### src/rtl/debug_command_controller_if.sv
// debug_command_controller_if: UART byte stream, CPU debug control and instruction-memory programming bundle
interface debug_command_controller_if #(
    parameter int PROG_ADDR_W = 14
);
    logic                   rx_valid;
    logic [7:0]             rx_data;
    logic                   tx_ready;
    logic                   tx_valid;
    logic [7:0]             tx_data;
    logic [31:0]            cpu_pc;
    logic                   cpu_pc_valid;
    logic                   cpu_retire;
    logic                   cpu_pause;
    logic                   cpu_step;
    logic                   cpu_restart;
    logic                   prog_en;
    logic                   prog_we;
    logic [PROG_ADDR_W-1:0] prog_addr;
    logic [31:0]            prog_data;

    modport master (
        input  rx_valid, rx_data, tx_ready, cpu_pc, cpu_pc_valid, cpu_retire,
        output tx_valid, tx_data, cpu_pause, cpu_step, cpu_restart,
               prog_en, prog_we, prog_addr, prog_data
    );

    modport slave (
        output rx_valid, rx_data, tx_ready, cpu_pc, cpu_pc_valid, cpu_retire,
        input  tx_valid, tx_data, cpu_pause, cpu_step, cpu_restart,
               prog_en, prog_we, prog_addr, prog_data
    );
endinterface

### src/rtl/debug_command_controller.sv
// debug_command_controller: parses UART debug commands, drives CPU pause/step/breakpoint and imem programming, sends replies.
// Optional macro DEBUG_STATUS_EN appends status {5'b0, bp_en, last_pause_by_breakpoint, cpu_pause} to every report frame.
module debug_command_controller #(
    parameter int PROG_ADDR_W = 14,
    parameter int ARG_TIMEOUT = 2000000
) (
    input logic clk,
    input logic rst_n,
    debug_command_controller_if.master bus
);
    localparam logic [7:0] OP_SIGNAL  = 8'h01;
    localparam logic [7:0] OP_OK      = 8'h02;
    localparam logic [7:0] OP_PING    = 8'h03;
    localparam logic [7:0] OP_PAUSE   = 8'h04;
    localparam logic [7:0] OP_RESUME  = 8'h05;
    localparam logic [7:0] OP_NEXT    = 8'h06;
    localparam logic [7:0] OP_PROGRAM = 8'h07;
    localparam int TW = $clog2(ARG_TIMEOUT + 1);
`ifdef DEBUG_STATUS_EN
    localparam logic [2:0] TX_LAST = 3'd5;
`else
    localparam logic [2:0] TX_LAST = 3'd4;
`endif

    typedef enum logic [2:0] {
        IDLE, SEND_OK, REPORT, BP_ARG, STEP_WAIT, CNT_ARG, PROG_DATA, PROG_DONE
    } state_t;

    state_t state, state_next;

    logic                   tx_valid;
    logic [7:0]             tx_data;
    logic                   cpu_pause;
    logic                   cpu_step;
    logic                   cpu_restart;
    logic                   prog_en;
    logic                   prog_we;
    logic [PROG_ADDR_W-1:0] prog_addr;
    logic [31:0]            prog_data;

    logic [31:0]   bp_addr, bp_pc, pc_lat, wcnt, widx, word;
    logic [23:0]   sh;
    logic          bp_en, bp_pend;
    logic [1:0]    bcnt;
    logic [2:0]    tx_idx, tx_sel;
    logic [TW-1:0] tmo;
    logic [7:0]    tx_byte;
    logic          cmd_v, c_ping, c_pause, c_resume, c_next, c_prog, go_bp;
    logic          arg_st, arg_word, timeout, bp_hit, tx_last;
`ifdef DEBUG_STATUS_EN
    logic          last_bp;
`endif

    assign bus.tx_valid    = tx_valid;
    assign bus.tx_data     = tx_data;
    assign bus.cpu_pause   = cpu_pause;
    assign bus.cpu_step    = cpu_step;
    assign bus.cpu_restart = cpu_restart;
    assign bus.prog_en     = prog_en;
    assign bus.prog_we     = prog_we;
    assign bus.prog_addr   = prog_addr;
    assign bus.prog_data   = prog_data;

    // Command decode, argument assembly, breakpoint match and reply byte selection
    always_comb begin
        cmd_v    = state == IDLE && bus.rx_valid;
        c_ping   = cmd_v && bus.rx_data == OP_PING;
        c_pause  = cmd_v && bus.rx_data == OP_PAUSE;
        c_resume = cmd_v && bus.rx_data == OP_RESUME;
        c_next   = cmd_v && bus.rx_data == OP_NEXT && cpu_pause;
        c_prog   = cmd_v && bus.rx_data == OP_PROGRAM;
        go_bp    = state == IDLE && bp_pend && !(c_ping || c_pause || c_resume || c_next || c_prog);
        arg_st   = state inside {BP_ARG, CNT_ARG, PROG_DATA};
        word     = {bus.rx_data, sh};
        arg_word = arg_st && bus.rx_valid && bcnt == 2'd3;
        timeout  = arg_st && !bus.rx_valid && tmo == TW'(ARG_TIMEOUT - 1);
        bp_hit   = bp_en && !cpu_pause && bus.cpu_pc_valid && bus.cpu_pc == bp_addr;
        tx_last  = state == SEND_OK || tx_idx == TX_LAST;
        tx_sel   = tx_valid ? tx_idx + 3'd1 : tx_idx;
        tx_byte  = state == SEND_OK ? OP_OK :
                   tx_sel == 3'd0   ? OP_SIGNAL :
                   tx_sel == 3'd1   ? pc_lat[7:0] :
                   tx_sel == 3'd2   ? pc_lat[15:8] :
                   tx_sel == 3'd3   ? pc_lat[23:16] :
`ifdef DEBUG_STATUS_EN
                   tx_sel == 3'd4   ? pc_lat[31:24] : {5'b0, bp_en, last_bp, cpu_pause};
`else
                   pc_lat[31:24];
`endif
    end

    // Next-state selection
    always_comb begin
        state_next = state;
        case (state)
            IDLE:      state_next = c_ping ? SEND_OK :
                                    (c_pause || go_bp) ? REPORT :
                                    c_resume ? BP_ARG :
                                    c_next ? STEP_WAIT :
                                    c_prog ? CNT_ARG : IDLE;
            BP_ARG:    state_next = (timeout || arg_word) ? IDLE : BP_ARG;
            CNT_ARG:   state_next = timeout ? IDLE : !arg_word ? CNT_ARG :
                                    word == 32'd0 ? PROG_DONE : PROG_DATA;
            PROG_DATA: state_next = timeout ? IDLE :
                                    (arg_word && widx + 32'd1 == wcnt) ? PROG_DONE : PROG_DATA;
            PROG_DONE: state_next = SEND_OK;
            STEP_WAIT: state_next = bus.cpu_retire ? REPORT : STEP_WAIT;
            default:   state_next = (tx_valid && bus.tx_ready && tx_last) ? IDLE : state;
        endcase
    end

    // State register
    always_ff @(posedge clk or negedge rst_n) begin
        if (!rst_n) state <= IDLE;
        else state <= state_next;
    end

    // Little-endian argument shifter and inter-byte idle timer
    always_ff @(posedge clk or negedge rst_n) begin
        if (!rst_n) begin
            sh   <= '0;
            bcnt <= 2'd0;
            tmo  <= '0;
        end else begin
            tmo <= (arg_st && !bus.rx_valid) ? tmo + TW'(1) : '0;
            if (state == IDLE) bcnt <= 2'd0;
            if (arg_st && bus.rx_valid) begin
                sh   <= word[31:8];
                bcnt <= bcnt + 2'd1;
            end
        end
    end

    // CPU pause/step, breakpoint capture and the PC reported in the next frame
    always_ff @(posedge clk or negedge rst_n) begin
        if (!rst_n) begin
            cpu_pause <= 1'b0;
            cpu_step  <= 1'b0;
            bp_addr   <= '0;
            bp_en     <= 1'b0;
            bp_pend   <= 1'b0;
            bp_pc     <= '0;
            pc_lat    <= '0;
`ifdef DEBUG_STATUS_EN
            last_bp   <= 1'b0;
`endif
        end else begin
            cpu_step <= c_next;
            bp_pend  <= (state == IDLE && state_next == REPORT) ? 1'b0 : bp_pend || bp_hit;
            if (bp_hit) begin
                cpu_pause <= 1'b1;
                bp_pc     <= bus.cpu_pc;
`ifdef DEBUG_STATUS_EN
                last_bp   <= 1'b1;
`endif
            end
            if (c_pause || c_prog) begin
                cpu_pause <= 1'b1;
`ifdef DEBUG_STATUS_EN
                if (!cpu_pause) last_bp <= 1'b0;
`endif
            end
            if (c_pause) pc_lat <= bus.cpu_pc;
            if (go_bp) pc_lat <= bp_pc;
            if (state == STEP_WAIT && bus.cpu_retire) pc_lat <= bus.cpu_pc;
            if (state == BP_ARG && arg_word) begin
                bp_addr   <= word;
                bp_en     <= word != 32'd0;
                cpu_pause <= 1'b0;
            end
        end
    end

    // Instruction-memory programming: word count, per-word write strobe, restart on completion
    always_ff @(posedge clk or negedge rst_n) begin
        if (!rst_n) begin
            prog_en     <= 1'b0;
            prog_we     <= 1'b0;
            prog_addr   <= '0;
            prog_data   <= '0;
            cpu_restart <= 1'b0;
            wcnt        <= '0;
            widx        <= '0;
        end else begin
            prog_we     <= 1'b0;
            cpu_restart <= state == PROG_DONE;
            if (c_prog) prog_en <= 1'b1;
            if (state == PROG_DONE || (timeout && state != BP_ARG)) prog_en <= 1'b0;
            if (state == CNT_ARG && arg_word) begin
                wcnt <= word;
                widx <= '0;
            end
            if (state == PROG_DATA && arg_word) begin
                widx <= widx + 32'd1;
                if ((widx >> PROG_ADDR_W) == 32'd0) begin
                    prog_we   <= 1'b1;
                    prog_addr <= widx[PROG_ADDR_W-1:0];
                    prog_data <= word;
                end
            end
        end
    end

    // Reply transmitter: holds each byte until accepted, next byte follows on the accepting edge
    always_ff @(posedge clk or negedge rst_n) begin
        if (!rst_n) begin
            tx_valid <= 1'b0;
            tx_data  <= 8'h00;
            tx_idx   <= 3'd0;
        end else if (state == SEND_OK || state == REPORT) begin
            if (!tx_valid) begin
                tx_valid <= 1'b1;
                tx_data  <= tx_byte;
            end else if (bus.tx_ready) begin
                tx_valid <= !tx_last;
                tx_idx   <= tx_last ? 3'd0 : tx_idx + 3'd1;
                if (!tx_last) tx_data <= tx_byte;
            end
        end
    end
endmodule

### src/flat_wrapper.sv
// flat-port wrapper written by rule: the top's interface ports become plain ports
module debug_command_controller_flat 
#(
    parameter int PROG_ADDR_W = 14,
    parameter int ARG_TIMEOUT = 2000000
)
  (clk, rst_n, bus_rx_valid, bus_rx_data, bus_tx_ready, bus_cpu_pc, bus_cpu_pc_valid, bus_cpu_retire, bus_tx_valid, bus_tx_data, bus_cpu_pause, bus_cpu_step, bus_cpu_restart, bus_prog_en, bus_prog_we, bus_prog_addr, bus_prog_data);
  debug_command_controller_if #(.PROG_ADDR_W(PROG_ADDR_W)) bus_i ();
  input logic clk;
  input logic rst_n;
  input wire logic [$bits(bus_i.rx_valid)-1:0] bus_rx_valid;
  input wire logic [$bits(bus_i.rx_data)-1:0] bus_rx_data;
  input wire logic [$bits(bus_i.tx_ready)-1:0] bus_tx_ready;
  input wire logic [$bits(bus_i.cpu_pc)-1:0] bus_cpu_pc;
  input wire logic [$bits(bus_i.cpu_pc_valid)-1:0] bus_cpu_pc_valid;
  input wire logic [$bits(bus_i.cpu_retire)-1:0] bus_cpu_retire;
  output wire logic [$bits(bus_i.tx_valid)-1:0] bus_tx_valid;
  output wire logic [$bits(bus_i.tx_data)-1:0] bus_tx_data;
  output wire logic [$bits(bus_i.cpu_pause)-1:0] bus_cpu_pause;
  output wire logic [$bits(bus_i.cpu_step)-1:0] bus_cpu_step;
  output wire logic [$bits(bus_i.cpu_restart)-1:0] bus_cpu_restart;
  output wire logic [$bits(bus_i.prog_en)-1:0] bus_prog_en;
  output wire logic [$bits(bus_i.prog_we)-1:0] bus_prog_we;
  output wire logic [$bits(bus_i.prog_addr)-1:0] bus_prog_addr;
  output wire logic [$bits(bus_i.prog_data)-1:0] bus_prog_data;
  assign bus_i.rx_valid = bus_rx_valid;
  assign bus_i.rx_data = bus_rx_data;
  assign bus_i.tx_ready = bus_tx_ready;
  assign bus_i.cpu_pc = bus_cpu_pc;
  assign bus_i.cpu_pc_valid = bus_cpu_pc_valid;
  assign bus_i.cpu_retire = bus_cpu_retire;
  assign bus_tx_valid = bus_i.tx_valid;
  assign bus_tx_data = bus_i.tx_data;
  assign bus_cpu_pause = bus_i.cpu_pause;
  assign bus_cpu_step = bus_i.cpu_step;
  assign bus_cpu_restart = bus_i.cpu_restart;
  assign bus_prog_en = bus_i.prog_en;
  assign bus_prog_we = bus_i.prog_we;
  assign bus_prog_addr = bus_i.prog_addr;
  assign bus_prog_data = bus_i.prog_data;
  debug_command_controller #(.PROG_ADDR_W(PROG_ADDR_W), .ARG_TIMEOUT(ARG_TIMEOUT)) u_core (.clk(clk), .rst_n(rst_n), .bus(bus_i));
endmodule
### config.mk
export PLATFORM = sky130hd
export DESIGN_NAME = debug_command_controller_flat
export DESIGN_NICKNAME = d
export VERILOG_FILES = /design/src/rtl/debug_command_controller_if.sv /design/src/rtl/debug_command_controller.sv /design/src/flat_wrapper.sv
export SDC_FILE = /design/constraint.sdc
export NUM_CORES = 1
export LEC_CHECK = 0
export ABC_AREA = 1
export ABC_CLOCK_PERIOD_IN_PS = 2500
export CAP_MARGIN = 20
export CORE_ASPECT_RATIO = 0.7
export CORE_UTILIZATION = 59
export DETAILED_ROUTE_END_ITERATION = 10
export GPL_ROUTABILITY_DRIVEN = 0
export PLACE_DENSITY = 0.87
export SLEW_MARGIN = 20
export SYNTH_ARGS = -nofsm -noshare
export SYNTH_HDL_FRONTEND = slang
export SYNTH_SLANG_ARGS = --single-unit
### constraint.sdc
create_clock -name clk -period 2.5 [get_ports clk]
set_input_delay 0.375 -clock clk [delete_from_list [all_inputs] [get_ports clk]]
set_output_delay 0.375 -clock clk [all_outputs]
set_load 0.05 [all_outputs]
# == Word-level counts from Yosys, hierarchy flattened ==
# Cells that the tools add are included.
# totals
in_bits,46
ram_bits,0
rom_bits,0
elab_cells,145
latch_bits,0
register_bits,275
out_inout_bits,60
memories,0
# op_classes
bitwise,0
n_eq_ne,24
multipliers,0
mux,42
n_shift,0
n_addsub,4
n_reduce_logical,54
magnitude_cmp,0
n_div,0
# ops
operator,count
two-way mux 32 bit,5
equality test 32 bit,2
logical NOT 32 bit,2
two-way mux 8 bit,8
two-way mux 3 bit,12
adder 32 x 1 -> 32 bit (second input constant),1
equality test 8 x 3 -> 1 bit (second input constant),4
nonzero test 32 bit,1
logical AND 1 bit,25
adder 21 x 1 -> 21 bit (second input constant),1
equality test 21 bit (second input constant),1
two-way mux 21 bit,1
one-hot mux 3 bit (6 select lines),1
equality test 3 x 2 -> 1 bit (second input constant),5
equality test 3 bit (second input constant),5
two-way mux 1 bit,12
logical OR 1 bit,11
nonzero test 3 bit,3
equality test 8 x 2 -> 1 bit (second input constant),1
equality test 3 x 1 -> 1 bit (second input constant),2
logical NOT 3 bit,2
two-way mux 2 bit,3
AND reduction 3 bit,2
nonzero test 2 bit,3
7 further kinds,11

# == Logic depth before layout (Yosys ltp) ==
# Gate-level depths: netlist of run 1.
# depth
depth_word,16
mapped_depth,16

# == Least setup slack after synthesis of run 1 ==
# OpenSTA, ideal clock, no wires.
# synth_path
kind,register to register
from,"register u_core.tx_valid, in the netlist u_core.bus.tx_valid"
to,"register u_core.tx_data[0], in the netlist u_core.bus.tx_data[0]"
period_less_slack_ns,1.934
path_slack_ns,0.566
arrival_time_ns,1.868
stages_incl_launch_ff,11
path_buffers,1
cell_sequence,dfrtp_1 -> inv_1 -> nand2_1 -> a21boi_2 -> nor2_1 -> nand2_1 -> buf_2 -> o21ai_1 -> o31ai_1 -> nand2_1 -> nand2_1
# synth_via
elab_chain_cells,10
word_cells_on_any_way,16
classes_between,5 x eq/ne; 9 x mux; 2 x reduce/logical
# synth_rtl
element,line,source
"start, declared",debug_command_controller.sv:31,logic tx_valid;
"start signal, assigned",debug_command_controller.sv:215,tx_valid <= !tx_last;
two-way mux 3 bit,debug_command_controller.sv:79,tx_sel = tx_valid ? tx_idx + 3'd1 : tx_idx;
equality test 3 x 2 -> 1 bit,debug_command_controller.sv:84,tx_sel == 3'd3 ? pc_lat[23:16] :
two-way mux 8 bit,debug_command_controller.sv:84,
two-way mux 8 bit,debug_command_controller.sv:83,tx_sel == 3'd2 ? pc_lat[15:8] :
two-way mux 8 bit,debug_command_controller.sv:82,tx_sel == 3'd1 ? pc_lat[7:0] :
two-way mux 8 bit,debug_command_controller.sv:81,tx_sel == 3'd0 ? OP_SIGNAL :
two-way mux 8 bit,debug_command_controller.sv:80,tx_byte = state == SEND_OK ? OP_OK :
two-way mux 8 bit,debug_command_controller.sv:217,if (!tx_last) tx_data <= tx_byte;
two-way mux 8 bit,debug_command_controller.sv:214,end else if (bus.tx_ready) begin
two-way mux 8 bit,debug_command_controller.sv:211,if (!tx_valid) begin
"end signal, assigned",debug_command_controller.sv:213,tx_data <= tx_byte;
"end signal, assigned",debug_command_controller.sv:217,
"end, declared",debug_command_controller.sv:32,logic [7:0] tx_data;
# Parallel ways exist; a longest one is shown, timed or not. The select of a mux whose other input is x is not followed.
# A chain may end at the register's enable or synchronous reset.

# == Final worst setup path of run 1 ==
# layout_path
from,register u_core.widx[0]
to,register u_core.state[0]
# layout_via
elab_chain_cells,6
# layout_rtl
element,line,source
"start, declared",debug_command_controller.sv:41,"logic [31:0] bp_addr, bp_pc, pc_lat, wcnt, widx, word;"
"start signal, assigned",debug_command_controller.sv:194,widx <= widx + 32'd1;
adder 32 x 1 -> 32 bit,debug_command_controller.sv:105,(arg_word && widx + 32'd1 == wcnt) ? PROG_DONE : PROG_DATA;
equality test 32 bit,debug_command_controller.sv:105,
logical AND 1 bit,debug_command_controller.sv:105,
two-way mux 1 bit,debug_command_controller.sv:105,
two-way mux 3 bit,debug_command_controller.sv:104,PROG_DATA: state_next = timeout ? IDLE :
one-hot mux 3 bit (6 select lines),debug_command_controller.sv:95,case (state)
named net u_core.state_next[0],debug_command_controller.sv:29,"state_t state, state_next;"
"end signal, assigned",debug_command_controller.sv:115,else state <= state_next;
"end, declared",debug_command_controller.sv:29,
# The timed path passes the listed nets, and every way through them passes these cells.

==> results of run 1 <==
[cells in the mapped netlist, drive strengths merged]
| cell type | n |
|---|---|
| a21oi | 15 |
| and2 | 1 |
| nand3 | 60 |
| or2 | 3 |
| inv | 171 |
| o22ai | 38 |
| o221ai | 2 |
| o31ai | 1 |
| dfrtp | 275 |
| o21ai | 238 |
| clkbuf | 16 |
| a21boi | 1 |
| nand2 | 492 |
| xnor2 | 7 |
| o41ai | 1 |
| ha | 5 |
| o2111ai | 4 |
| nand4 | 23 |
| nor4 | 17 |
| xnor3 | 3 |
| a31oi | 2 |
| nand3b | 25 |
| nor2 | 132 |
| a22o | 5 |
| nor3 | 21 |
| and3 | 1 |
| o211ai | 1 |
| o32ai | 1 |
| buf | 41 |
| a22oi | 1 |
| o21a | 23 |
| xor2 | 25 |
| a211oi | 2 |
[cell usage in the layout (no fill, tap or decap), drive strengths merged, types with 21 or more instances in the layout]
| cell | count |
|---|---|
| nand2 | 492 |
| dfrtp | 275 |
| o21ai | 238 |
| inv | 172 |
| nor2 | 132 |
| clkdlybuf4s50 | 104 |
| nand3 | 60 |
| clkbuf | 39 |
| o22ai | 38 |
| buf | 32 |
| nand3b | 25 |
| xor2 | 25 |
| o21a | 23 |
| nand4 | 23 |
| nor3 | 21 |
[state kept, by name, indices dropped and copies added (netlist names), 21 cells and up]
signal	flops
u_core.sh	24
u_core.bus.prog_data	32
u_core.bp_pc	32
u_core.tmo	21
u_core.bp_addr	32
u_core.widx	32
u_core.pc_lat	32
u_core.wcnt	32
[metrics by stage]
stage	utilization, %	TNS (ns)	hold slack (ns)	std cells
floorplan	-	0	0.0794	1653
global placement	67.8	0	0.349	2037
detailed placement	67.8	-0.0357	0.355	2037
CTS	71.4	0	0.379	2081
global route	71.4	0	0.414	2081
finish	71.4	0	0.361	2081
[what timing repair did]
action	4_1_cts	5_1_grt
endpoints found under the hold margin	54	0
hold buffers	1	0
gates resized for setup	0	1
setup buffers	0	0
endpoints found under the setup margin	0	1
[worst max path at each step]
stage | to | slack (ns)
6_report | u_core.state[0]$_DFF_PN0_ | 0.22
5_1_grt | u_core.state[0]$_DFF_PN0_ | 0.004
4_1_cts | bus_tx_valid | 0.22
3_5_place_dp | u_core.pc_lat[19]$_DFFE_PN0P_ | -0.03
3_3_place_gp | u_core.pc_lat[20]$_DFFE_PN0P_ | 0.05
2_1_floorplan | u_core.bus.tx_data[0]$_DFFE_PN0P_ | 0.57
[cell type report]
cell class	instances	area [sq um]	share of cell area [%]
clock inverters	4	37.5	0.238
repair buffers	137	1420	9.03
inverters	171	642	4.07
clock buffers	39	758	4.81
well taps	305	382	2.42
flip-flops and latches	275	6880	43.6
multi-input cells	1150	5640	35.8
[worst max-delay path: stages (launching register included)]
cell and delay, ns:
dfrtp_1 0.40, ha_1 0.22, nand2_2 0.08, nor2_2 0.22, nand2_1 0.15, nor2_2 0.23
nand2_1 0.10, nand3b_1 0.10, nand2_1 0.05, inv_1 0.04, nand2_1 0.04, nor2_1 0.18
nand2_1 0.08, nor2_1 0.09, nand3_1 0.12, nand3_1 0.09
[power groups by stage]
stage | Sequential, mW | Clock [mW] | Combinational [mW]
6_report | 5.73 | 3.78 | 4.92
5_1_grt | 5.79 | 3.99 | 5.42
4_1_cts | 5.70 | 3.82 | 4.80
3_5_place_dp | 5.76 | 0 | 4.74
3_3_place_gp | 5.74 | 0 | 4.56
2_1_floorplan | 5.82 | 0 | 3.10
[logic make-up after synthesis]
group	count (synthesis)
and+or+nand+nor	775
AOI/OAI and AO/OA	335
DFF	275
buffers and inverters	228
xor gates and xnor gates	35
adders and majority gates	5
[metal layers]
layer | vias up | part of all wire [%] | GRT usage, %
met3 | 82 | 13 | 10.6
met5 | - | 0 | 0
met2 | 697 | 43 | 48.2
li1 | 5645 | - | -
met4 | 0 | 2.5 | 9.14
met1 | 5702 | 42 | 45.8
==> results.md, run 1 <==
- Worst setup slack for register-to-register paths: 0.22 ns
- Leading cell types by total area after synthesis: dfrtp_1 (51%), nand2_1 (14%), o21ai_0 (5.4%)
- Global route overflow: 0
- Place WS: -0.0258 ns
- Number of library cell types mapped by synthesis: between 40 and 50
- Portion of the post-synthesis area used by sequential elements: about half
- Post-Synthesis Net Count: approximately 1,700
- Hold violation total from the final report: 0
- Critical path startpoint category: register
- Reg-to-Reg End: u_core.state[0]$_DFF_PN0_
- Final worst clock skew: approximately 0.011 ns
- Die span in y: ~130 microns
- Share of total power in combinational logic: 34.1%
- Area fraction in compound gates after synthesis: between 10 and 15%
- Worst hold path class: primary input to async pin
- Final net count: between 1,500 and 2,000
- Pin count of the biggest net entering global routing: 94
- Antenna diode instance count: 0
- Outcome: completed
- Ys Warns: 0
- Largest area contributor in the synthesized netlist: dfrtp_1
- Remaining antenna violation count after routing: 0
- Reg2Reg Launch Point: u_core.widx[0]$_DFFE_PN0P_
- Yosys top cell area share: between 50% and 60%
- Share of post-route cells with drive strength above 1: ~6.6%
- Seq pwr share: about two fifths
- Category of the worst setup path capture point: register
- Pwr/cell area: just over 900 nW/um^2
- Worst setup path category: register to register
- Simple-Gate Fraction of Synth Area: between 20% and 30%
- Total power after layout: approximately 14 mW
- DIE WIDTH: between 150 and 200 microns
- First-pass GRT wire length: ~59,000 microns
- Aggregate global-route resource usage: between 30 and 40%
- Starting density of the core: 61.1%
- Worst setup path startpoint: u_core.widx[0]$_DFFE_PN0P_
- Clock slew seen by the registers of the worst setup and hold paths: 0.07 ns
- Leakage power total: 7.63 nW
- Maximum level of the CTS H-tree: 1
- Netlist area before placement: ~13,000 sq um
- Net switching component of the power: roughly 5.6 mW
- Clk Tree Root Cell: clkbuf_16
- Number of cells produced by synthesis: between 1,500 and 2,000
- Detailed-route wire length: ~37,000 microns
- Post-layout minimum cycle time: around 2.3 ns
- Number of buffers added by the clock tree synthesis step: 25
- Total iterations of the first detailed-routing run: 6
- Drt wl/cell: ~18 microns
- IR Drop Worst-Case VDD: 559 uV
- Number of sinks driven by the clock tree: about 280
- Average cell area after synthesis: roughly 8.2 sq um
- Critical Path AT: 2.75 ns
- Overall die area: around 23,000 sq um
- DPL Wire Length: roughly 27,000 microns
- Clk network pwr share: between 20% and 30%
- Number of placement rows: 45
- Via count of the first global-routing pass: roughly 11,000
- Switching share of total power: between 30% and 40%
- Number of design-rule violations left by the first detailed-router iteration: between 1,500 and 2,000
- Max Freq: about 440 MHz
- XOR/XNOR Fraction of Synth Area: roughly 2.6%
- Internal portion of total power: between 8 and 9 mW
- Final setup violation count: 0
- Number of max-cap violations: 0
- Count of unresolved DRC violations after routing: 0
- Post-route cell area: 15,800 sq um
- Actual slew at the worst max-slew pin: about 0.51 ns
- Share of cell area taken by muxes after synthesis: 0%
- Largest family of logic cells by synthesized area: simple AND/OR/NAND/NOR gates
- Number of register bits inferred by synthesis: between 200 and 300
- Post-DR vias/cell: around 6
- Maximum fanout along the worst path: 5
- Area inside the core boundary: about 22,000 sq um
- Number of max-slew violations in the final report: 0
- Depth of the most critical reg-to-reg path: 15
- Antenna violations before repair: 0
- Max transition margin: between 60 and 70%
- Final clock period utilization by the worst path: between 90% and 100%
- Fin worst setup slack: 0.219 ns
- I/O pin count: roughly 110
- Unrepaired setup endpoints after global routing: false
- Layout overhead on the synthesized area: 16.9%
- CP required: about 3.0 ns
- Area after DPL: around 15,000 sq um
- Total number of vias: 12,100
- Clock latency at the later pin of the worst-skew pair: around 0.54 ns
- Clock tree from TritonCTS: yes
- Total of buffers placed on input and output ports: between 100 and 150
- Adder and majority gate portion of the synthesized area: less than 1%
- Number of fill cells in the layout: between 1,500 and 2,000
- Deepest clock path buffer count: 3
No activity file was read; power rests on OpenSTA's default activity.
==> run 2: changes to the inputs <==
- SETUP_SLACK_MARGIN: default -> 0.05
==> run 2 against run 1 <==
Net effect: largest cell class unchanged; largest power group unchanged; clock skew down 0.00077 ns; sequential share of layout area barely moved; flip-flop and latch count unchanged.
==> results.md, run 2 (synthesized netlist as in run 1, its figures left out) <==
- Post-layout minimum cycle time: 2.27 ns
- Antenna diode instance count: 0
- Worst setup path category: register to register
- Count of unresolved DRC violations after routing: 0
- Overall die area: between 20,000 and 25,000 sq um
- IR Drop Worst-Case VDD: around 560 uV
- Clk Tree Root Cell: clkbuf_16
- Leakage power total: ~7.6 nW
- Clock slew seen by the registers of the worst setup and hold paths: about 0.070 ns
- Reg2Reg Launch Point: u_core.tx_idx[0]$_DFFE_PN0P_
- Number of placement rows: 45
- DIE WIDTH: between 150 and 200 microns
- CP Cell Sequence: ha_1 -> xnor2_1 -> a21boi_2 -> nor2_1 -> nand2_1 -> o21ai_0 -> a22o_1
- Slowest cell delay on critical path: between 0.4 and 0.5 ns
- Maximum fanout along the worst path: 13
- Category of the worst setup path capture point: register
- Pin count of the biggest net entering global routing: 94
- Pwr/cell area: approximately 920 nW/um^2
- Worst hold path class: primary input to async pin
- Total of buffers placed on input and output ports: roughly 110
- Starting density of the core: 61.1%
- Number of fill cells in the layout: 1,661
- Met3 routing resource usage after global routing: approximately a tenth
- Met2 track demand over resource: between 40% and 50%
- Layout overhead on the synthesized area: 16.9%
- Actual slew at the worst max-slew pin: around 0.51 ns
- Total iterations of the first detailed-routing run: 7
- Most frequent standard cell in the layout excluding fill and tap cells: nand2_1
- Critical Path AT: approximately 2.7 ns
- Drt wl/cell: about 18 microns
- Final clock period utilization by the worst path: roughly nine tenths
- Critical path startpoint category: register
- Number of design-rule violations left by the first detailed-router iteration: 1,840
- Final worst clock skew: 0.0101 ns
- Via count of the first global-routing pass: ~11,000
- Number of sinks driven by the clock tree: between 200 and 300
- Worst-case hold slack: between 0.3 and 0.4 ns
- Maximum level of the CTS H-tree: 1
- Place WS: -0.0258 ns
- Antenna violations before repair: 0
- Post-DR vias/cell: just under 6
- Deepest clock path buffer count: 3
- DPL Wire Length: 26,500 microns
- Fin worst setup slack: between 0.2 and 0.25 ns
- Max transition margin: 65.6%
- Unrepaired setup endpoints after global routing: false
- CP required: 2.93 ns
- Detailed-route wire length: 37,100 microns
- Number of max-cap violations: 0
- Final design utilization: a little under three quarters
- Die span in y: ~130 microns
- Clock latency at the later pin of the worst-skew pair: roughly 0.54 ns
- Most frequent cells in the layout: nand2_1 (485), dfrtp_1 (275), inv_1 (163)
- Max Freq: roughly 440 MHz
- Met1 track utilization from global routing: between 40% and 50%
- Highest-delay cell along the critical path: dfrtp_1
- Layer carrying the most global-route usage: met2
- Number of max-slew violations in the final report: 0
- Aggregate global-route resource usage: around 32%
- Final setup violation count: 0
- Hold violation total from the final report: 0
- Area inside the core boundary: around 22,000 sq um
- Outcome: completed
- Global route overflow: 0
- Number of buffers added by the clock tree synthesis step: 25
- Remaining antenna violation count after routing: 0
- Final net count: between 1,500 and 2,000
- Total power after layout: 14.4 mW
- Total number of vias: approximately 12,000
- Clock tree from TritonCTS: yes
- Share of post-route cells with drive strength above 1: under 10%
- Depth of the most critical reg-to-reg path: 7
- Worst setup path startpoint: u_core.tx_idx[0]$_DFFE_PN0P_
- I/O pin count: between 100 and 150
- First-pass GRT wire length: 59,500 microns
==> run 2: cell count changes in the layout (fill, tap and decap cells not counted) <==
cell | before | now
nor2_2 | 9 | 8
nor2_4 | 4 | 5
==> run 2: per-stage QoR <==
stage                     TNS, ns  cells  area, sq um
after floorplan                 0   1653        13500
after global placement          0   2037        15000
after detailed placement  -0.0357   2037        15000
after CTS                       0   2081        15800
after global routing            0   2081        15800
final                           0   2081        15800
==> run 2: power by group <==
part	leakage [nW]	switching [mW]	internal (mW)	total [mW]
combinational	3.69	3.33	1.60	4.93
sequential	3.55	0.597	5.13	5.73
clock	0.390	1.69	2.09	3.77
==> run 2: worst paths after layout <==
check | endpoint | slack (ns)
setup reg to reg | u_core.bus.tx_data[2]$_DFFE_PN0P_ | 0.23
hold / removal | u_core.tmo[3]$_DFF_PN0_ | 0.36
hold reg to reg | u_core.bp_pc[6]$_DFFE_PN0P_ | 0.48
max in group asynchronous | u_core.bp_pc[15]$_DFFE_PN0P_ | 1.38
min in group clk | u_core.bp_pc[21]$_DFFE_PN0P_ | 0.47
setup / recovery | u_core.bus.tx_data[2]$_DFFE_PN0P_ | 0.23
==> run 2: critical path: cells and delay by family, from the launching register on <==
kind	cells	cell delay, ns
compound gates	3	0.81
simple gates	2	0.55
flops	1	0.42
fa+ha+maj	1	0.22
xor+xnor	1	0.16
==> run 2: what timing repair did <==
action	in CTS	in global routing
hold buffers	1	0
hold endpoints to repair	54	0
buffers inserted	0	0
gates resized for setup	0	2
setup endpoints to repair	0	1
==> run 2: final cells by class <==
class                   count  area, sq um  share of cell area (%)
inverters                 171          642                    4.07
clock buffers              39          758                    4.81
clock inverters             4         37.5                   0.238
flip-flops and latches    275         6880                    43.6
repair buffers            137         1420                    9.03
well taps                 305          382                    2.42
multi-input cells        1150         5650                    35.8
==> run 2: routing by layer <==
metal / vias to the layer above / share of wire, % / wire length, microns
met1: 5674 / 42 / 15500
met4: 0 / 2.6 / 983
met3: 94 / 13 / 4770
met2: 690 / 43 / 15800
li1: 5635 / - / -
met5: - / 0 / 0
